`src/rtl/uart_rx_ext.sv`:
```
// Oversampling UART receiver with runtime frame format, 3-sample majority vote,
// false-start/framing/break/overrun detection and a status-tagged RX FIFO.
module uart_rx_ext #(
   parameter int unsigned MAX_WIDTH   = 9,
   parameter int unsigned SAMPLE_RATE = 16,
   parameter int unsigned FIFO_DEPTH  = 4
) (
   input  logic                 clk,
   input  logic                 rst,
   input  logic [3:0]           cfg_data_bits,
   input  logic [2:0]           cfg_parity,
   input  logic [1:0]           cfg_stop_bits,
   input  logic [15:0]          cfg_clk_div,
   input  logic                 uart_rx,
   input  logic                 rx_req,
   output logic [MAX_WIDTH-1:0] rx_data,
   output logic                 rx_ready,
   output logic                 parity_err,
   output logic                 framing_err,
   output logic                 break_det,
   output logic                 overrun,
   output logic                 rx_busy
);

   localparam int unsigned PW = $clog2(SAMPLE_RATE);
   localparam int unsigned AW = $clog2(FIFO_DEPTH);
   localparam int unsigned CW = $clog2(FIFO_DEPTH + 1);
   localparam int unsigned EW = MAX_WIDTH + 2;
   localparam logic [PW-1:0] PH_LO  = PW'(SAMPLE_RATE / 2 - 1);
   localparam logic [PW-1:0] PH_MID = PW'(SAMPLE_RATE / 2);
   localparam logic [PW-1:0] PH_HI  = PW'(SAMPLE_RATE / 2 + 1);
   localparam logic [PW-1:0] PH_END = PW'(SAMPLE_RATE - 1);
   localparam logic [3:0]    NB_MAX = 4'(MAX_WIDTH);

   typedef enum logic [2:0] {S_IDLE, S_START, S_DATA, S_PARITY, S_STOP, S_BREAK} state_t;
   typedef enum logic [2:0] {
      P_NONE = 3'd0, P_EVEN = 3'd1, P_ODD = 3'd2, P_MARK = 3'd3, P_SPACE = 3'd4
   } par_t;

   state_t               state;
   par_t                 par_l;
   logic                 sync1, sync2, prev;
   logic [15:0]          div_cnt, div_l;
   logic [PW-1:0]        phase;
   logic                 s_lo, s_mid;
   logic [3:0]           nb_l, bit_idx, nb_c;
   logic                 two_stop_l, stop_idx, ferr_acc, perr_l, par_zero;
   logic [MAX_WIDTH-1:0] data_sh;
   logic                 tick, decide, vote, stop_last, brk_now, push;
   logic [EW-1:0]        push_word;

   logic [EW-1:0]        mem [FIFO_DEPTH];
   logic [EW-1:0]        head;
   logic [AW-1:0]        wr_ptr, rd_ptr;
   logic [CW-1:0]        count;
   logic                 full, pop, push_ok;

   always_comb begin
      nb_c      = (cfg_data_bits < 4'd5) ? 4'd5 :
                  (cfg_data_bits > NB_MAX) ? NB_MAX : cfg_data_bits;
      tick      = (div_cnt == div_l - 16'd1);
      decide    = tick && (phase == PH_HI);
      vote      = (s_lo & s_mid) | (s_lo & sync2) | (s_mid & sync2);
      stop_last = !two_stop_l || stop_idx;
      // Break is judged on the first stop bit so a long low line never pushes a word.
      brk_now   = decide && (state == S_STOP) && !stop_idx && !vote &&
                  (data_sh == '0) && par_zero;
      push      = decide && (state == S_STOP) && stop_last && !brk_now;
      push_word = {ferr_acc | ~vote, perr_l, data_sh};
   end

   always_ff @(posedge clk) begin
      if (rst) begin
         state      <= S_IDLE;
         par_l      <= P_NONE;
         sync1      <= 1'b1;
         sync2      <= 1'b1;
         prev       <= 1'b1;
         div_cnt    <= '0;
         div_l      <= 16'd1;
         phase      <= '0;
         s_lo       <= 1'b1;
         s_mid      <= 1'b1;
         nb_l       <= 4'd8;
         bit_idx    <= '0;
         two_stop_l <= 1'b0;
         stop_idx   <= 1'b0;
         ferr_acc   <= 1'b0;
         perr_l     <= 1'b0;
         par_zero   <= 1'b1;
         data_sh    <= '0;
         break_det  <= 1'b0;
      end else begin
         sync1     <= uart_rx;
         sync2     <= sync1;
         prev      <= sync2;
         break_det <= 1'b0;
         if (state == S_IDLE) begin
            if (prev && !sync2) begin
               state      <= S_START;
               phase      <= '0;
               div_cnt    <= '0;
               div_l      <= (cfg_clk_div == 16'd0) ? 16'd1 : cfg_clk_div;
               nb_l       <= nb_c;
               par_l      <= (cfg_parity > 3'd4) ? P_NONE : par_t'(cfg_parity);
               two_stop_l <= cfg_stop_bits[1];
               data_sh    <= '0;
               bit_idx    <= '0;
               stop_idx   <= 1'b0;
               ferr_acc   <= 1'b0;
               perr_l     <= 1'b0;
               par_zero   <= 1'b1;
            end
         end else if (state == S_BREAK) begin
            if (sync2) state <= S_IDLE;
         end else begin
            div_cnt <= tick ? '0 : div_cnt + 16'd1;
            if (tick) begin
               phase <= (phase == PH_END) ? '0 : phase + PW'(1);
               if (phase == PH_LO)  s_lo  <= sync2;
               if (phase == PH_MID) s_mid <= sync2;
            end
            // The state advances at the mid-bit decision; the phase counter keeps
            // running so the next decision lands mid-way through the following bit.
            if (decide) begin
               case (state)
                  S_START: state <= vote ? S_IDLE : S_DATA;
                  S_DATA: begin
                     data_sh[bit_idx] <= vote;
                     if (bit_idx == nb_l - 4'd1) begin
                        bit_idx <= '0;
                        state   <= (par_l == P_NONE) ? S_STOP : S_PARITY;
                     end else begin
                        bit_idx <= bit_idx + 4'd1;
                     end
                  end
                  S_PARITY: begin
                     par_zero <= ~vote;
                     case (par_l)
                        P_EVEN:  perr_l <= (^data_sh) ^ vote;
                        P_ODD:   perr_l <= ~((^data_sh) ^ vote);
                        P_MARK:  perr_l <= ~vote;
                        P_SPACE: perr_l <= vote;
                        default: perr_l <= 1'b0;
                     endcase
                     state <= S_STOP;
                  end
                  S_STOP: begin
                     if (brk_now) begin
                        break_det <= 1'b1;
                        state     <= S_BREAK;
                     end else if (stop_last) begin
                        state <= S_IDLE;
                     end else begin
                        stop_idx <= 1'b1;
                        ferr_acc <= ~vote;
                     end
                  end
                  default: state <= S_IDLE;
               endcase
            end
         end
      end
   end

   always_comb begin
      full    = (count == CW'(FIFO_DEPTH));
      pop     = rx_req && (count != '0);
      push_ok = push && (!full || pop);
   end

   always_ff @(posedge clk) begin
      if (rst) begin
         wr_ptr  <= '0;
         rd_ptr  <= '0;
         count   <= '0;
         overrun <= 1'b0;
      end else begin
         overrun <= push && full && !pop;
         if (push_ok) wr_ptr <= wr_ptr + AW'(1);
         if (pop)     rd_ptr <= rd_ptr + AW'(1);
         count <= count + CW'(push_ok) - CW'(pop);
      end
   end

   always_ff @(posedge clk) begin
      if (!rst && push_ok) mem[wr_ptr] <= push_word;
   end

   always_comb begin
      head        = mem[rd_ptr];
      rx_ready    = (count != '0);
      rx_data     = rx_ready ? head[MAX_WIDTH-1:0] : '0;
      parity_err  = rx_ready & head[MAX_WIDTH];
      framing_err = rx_ready & head[MAX_WIDTH+1];
      rx_busy     = (state != S_IDLE);
   end

endmodule

```
`config.mk`:
```
export PLATFORM = sky130hd
export DESIGN_NAME = uart_rx_ext
export DESIGN_NICKNAME = d
export VERILOG_FILES = /design/src/rtl/uart_rx_ext.sv
export SDC_FILE = /design/constraint.sdc
export NUM_CORES = 1
export LEC_CHECK = 0
export BUFFER_PORTS_ARGS = -buffer_cell sky130_fd_sc_hd__buf_2
export CELL_PAD_IN_SITES_DETAIL_PLACEMENT = 0
export CELL_PAD_IN_SITES_GLOBAL_PLACEMENT = 2
export CORE_ASPECT_RATIO = 1.2
export CORE_MARGIN = 1
export CORE_UTILIZATION = 30
export CTS_CLUSTER_SIZE = 20
export DETAILED_ROUTE_END_ITERATION = 8
export MAX_ROUTING_LAYER = met4
export PLACE_DENSITY = 0.75
export SLEW_MARGIN = 20
export SYNTH_ARGS = -nofsm -noshare
export SYNTH_HDL_FRONTEND = slang
export SYNTH_SLANG_ARGS = --single-unit
```
`constraint.sdc`:
```
create_clock -name clk -period 4.74 [get_ports clk]
set_input_delay 0.237 -clock clk [delete_from_list [all_inputs] [get_ports clk]]
set_output_delay 0.237 -clock clk [all_outputs]
set_load 0.005 [all_outputs]
```
==> key figures <==
Route
  – Drt first pass iters: 4
  – Post-route ant nets: 0
  – Post-route DRC: 0
  – Vias per cell: 5.00
  – Routed WL: 15.0 mm
  – Routed wire per std cell: 15.6 um
  – 1st-iter DRT viols: 205
  – Via count: 4794

Status
  – Status: finished clean

Finish
  – Finished layout cell area: 7310 um^2
  – # nets final: 729
  – Syn-to-layout area delta: 16.4%
  – Share of cells above drive strength 1: 16.3%
  – Fill cell count: 2151
  – Ant diodes: 0

STA
  – Slew HR: 43.0%
  – Fin Setup TNS: 0 ns
  – Period utilization: 93.7%
  – Final setup fails: 0
  – Min cycle time layout: 4.44 ns
  – Unrepaired setup endpoints after global routing: no
  – Slew Limit Fails: 0
  – Measured slew at the worst slew-check pin: 0.847 ns
  – Final-report hold violation count: 0
  – Clk_skew: 0.00928 ns
  – Max Fclk: 225 MHz

Clock tree
  – Clk pin slew, worst setup/hold paths: 0.06 ns
  – Deepest clock path buffer count: 2
  – Num CTS Buffers: 17
  – Post-CTS setup buffers: 0
  – CTS tree: built
  – H-tree depth: 4
  – Clock sink count: 124
  – Clock Latency Late Sink: 0.42 ns
  – Root buffer cell: clkbuf_16
  – Post_cts resized: 0

Die
  – Num ports: 44
  – # rows: 57
  – Initial core utilization: 30.8%
  – Core area: 20400 um^2
  – Die area: 21500 um^2
  – Die H: 160 um
  – DIE WIDTH: 134 um

Synth
  – Ys Warns: 0
  – Count of unique library cells instantiated by Yosys: 75
  – #FFs+latches synth: 124
  – Mapped Area: 6280 um^2
  – Post-synth EDFFs: 44
  – Synth Instances: 645
  – Synth area leaders: dfxtp_1 (26%), edfxtp_1 (21%), nand2_1 (4.7%), xnor2_1 (4.0%), mux4_2 (3.9%)
  – Most numerous cell in the Yosys netlist: dfxtp_1
  – Post-synth top area share: 25.5%
  – Async set-reset flop share out of synthesis: 0%
  – Avg Inst Size Synth: 9.73 um^2
  – Main synth FF type: dfxtp_1
  – Most frequent cells after synthesis: dfxtp_1 (80), nand2_1 (78), nor2_1 (56), a21oi_1 (44), edfxtp_1 (44)
  – Leading area contributor after synthesis: dfxtp_1
  – Synthesized Nets: 694
  – Sequential share of the synthesized area: 46.6%

Critical path
  – Setup Crit Path Kind: register to register
  – Reg2Reg Setup Slack: 0.30 ns
  – Critical Path RT: 5.03 ns
  – Crit path buffers/inverters: 1
  – CP endpoint kind: register
  – CP Data Arrival Time: 4.74 ns
  – Critical-path maximum fanout: 6
  – Crit-path slowest cell: or4_4
  – Top delay family on crit path: simple AND/OR/NAND/NOR gates
  – Worst Setup Start Kind: register
  – Crit-path cells: inv_1 > ha_1 > xor2_1 > o211ai_1 > a2111oi_0 > nand4_1 > or4_4 > or4_4 > nand2b_4 > mux2_1 > ha_1 > fa_1 > xnor2_1 > xnor2_1 > nor2_1
  – Max stage delay on crit path: 0.55 ns

Placed design
  – Post-Place Cell Area: 6710 um^2
  – RePlAce Congestion: 0.823
  – DP HPWL: 11.0 mm
  – Port Buf Inserts: 42

GRT
  – Initial antenna violation count: 0
  – Total global routing overflow: 0
  – Largest net degree at the start of global routing: 35
  – Aggregate global-route resource usage: 15.4%
  – Vias in the first global route: 4846
  – Global-route wire length before repair: 24.6 mm

Pwr
  – Power Density: 468 nW/um^2
  – Max VDD drop: 0.000246 V
  – Pleak: 2.61 nW

Worst hold path
  – Hold crit path type: input pin to register

Flow run
  – Max-cap violations: 0
## area by class of cell
type / instances / area [um^2] / share of cell area, %
flip-flops and latches: 124 / 2920 / 40.0
repair buffers: 47 / 250 / 3.42
clock buffers: 17 / 425 / 5.82
clock inverters: 15 / 160 / 2.19
well taps: 265 / 332 / 4.54
multi-input cells: 460 / 3100 / 42.5
inverters: 30 / 113 / 1.54
## where the power goes
group	internal (mW)	switching [mW]	leakage, nW	total [mW]
combinational	0.357	0.514	1.27	0.871
sequential	1.16	0.109	1.06	1.26
clock	0.781	0.505	0.287	1.29
total	2.29	1.13	2.61	3.42
## per-stage QoR
stage	utilization (%)	setup WS, ns	cells	hold slack [ns]	total power [mW]
after detailed placement	32.9	0.263	925	0.404	2.17
after floorplan	-	0.697	645	0.341	1.90
after global placement	32.9	0.368	925	0.404	2.15
final	35.8	0.297	958	0.0618	3.42
after CTS	35.8	0.241	958	0.0373	3.47
after global routing	35.8	0.0260	958	0.0582	3.62
## path summary, 6_finish.rpt
check | to | start | cells past startpoint
min reg2reg | sync2$_SDFF_PP1_ | sync1$_SDFF_PP1_ | 1
max | count[2]$_SDFF_PP0_ | div_l[0]$_SDFFE_PP1P_ | 15
min | div_l[15]$_SDFFE_PP0P_ | cfg_clk_div[15] | 3
max reg2reg | count[2]$_SDFF_PP0_ | div_l[0]$_SDFFE_PP1P_ | 15
## flip-flops by register name (all words and copies together), names as in the netlist, 3 cells and up, named ones only
signal	count
nb_l	4
div_l	16
div_cnt	16
mem	44
count	3
data_sh	9
bit_idx	4
state	3
par_l	3
phase	4
## cells in the final DEF, fill, tap and decap left out, types with 7 or more instances in the layout
| cell | count |
|---|---|
| dfxtp_1 | 80 |
| nand2_1 | 78 |
| nor2_1 | 56 |
| a21oi_1 | 44 |
| edfxtp_1 | 44 |
| buf_2 | 42 |
| inv_1 | 30 |
| xnor2_1 | 29 |
| nand3_1 | 19 |
| ha_1 | 19 |
| nor3_1 | 17 |
| clkbuf_16 | 17 |
| xor2_1 | 16 |
| and2_1 | 14 |
| nor4_1 | 12 |
| o21ai_0 | 11 |
| mux4_2 | 11 |
| nand4_1 | 8 |
| and3_1 | 7 |
| nand2b_1 | 7 |
## cell families (layout without fill, tap and decap cells)
group	Yosys count	in the layout	synth area share (%)
AO/OA/AOI/OAI	111	111	11.9
XOR/XNOR	45	45	6.28
adder cells (fa/ha/maj)	21	21	4.27
buffers and inverters	61	109	3.97
flip-flops	124	124	46.6
multiplexers	19	19	5.28
AND/OR/NAND/NOR	264	264	21.8
## timing repair
item,CTS,global route
hold endpoints to repair,1,0
hold buffers,1,0
setup endpoints to repair,0,0
## per-layer routing
layer / vias up / track usage [%] / wire, um
met5: - / - / 0
met4: 0 / 8.02 / 465
met3: 28 / 3.28 / 499
met2: 93 / 26.7 / 7700
met1: 2286 / 16.3 / 6320
li1: 2387 / - / -
## tightest hold or removal path, stage by stage
cell and delay (ns):
buf_2 0.11, nand2_1 0.05, a21oi_1 0.05
(Power assumes the default switching activity.)
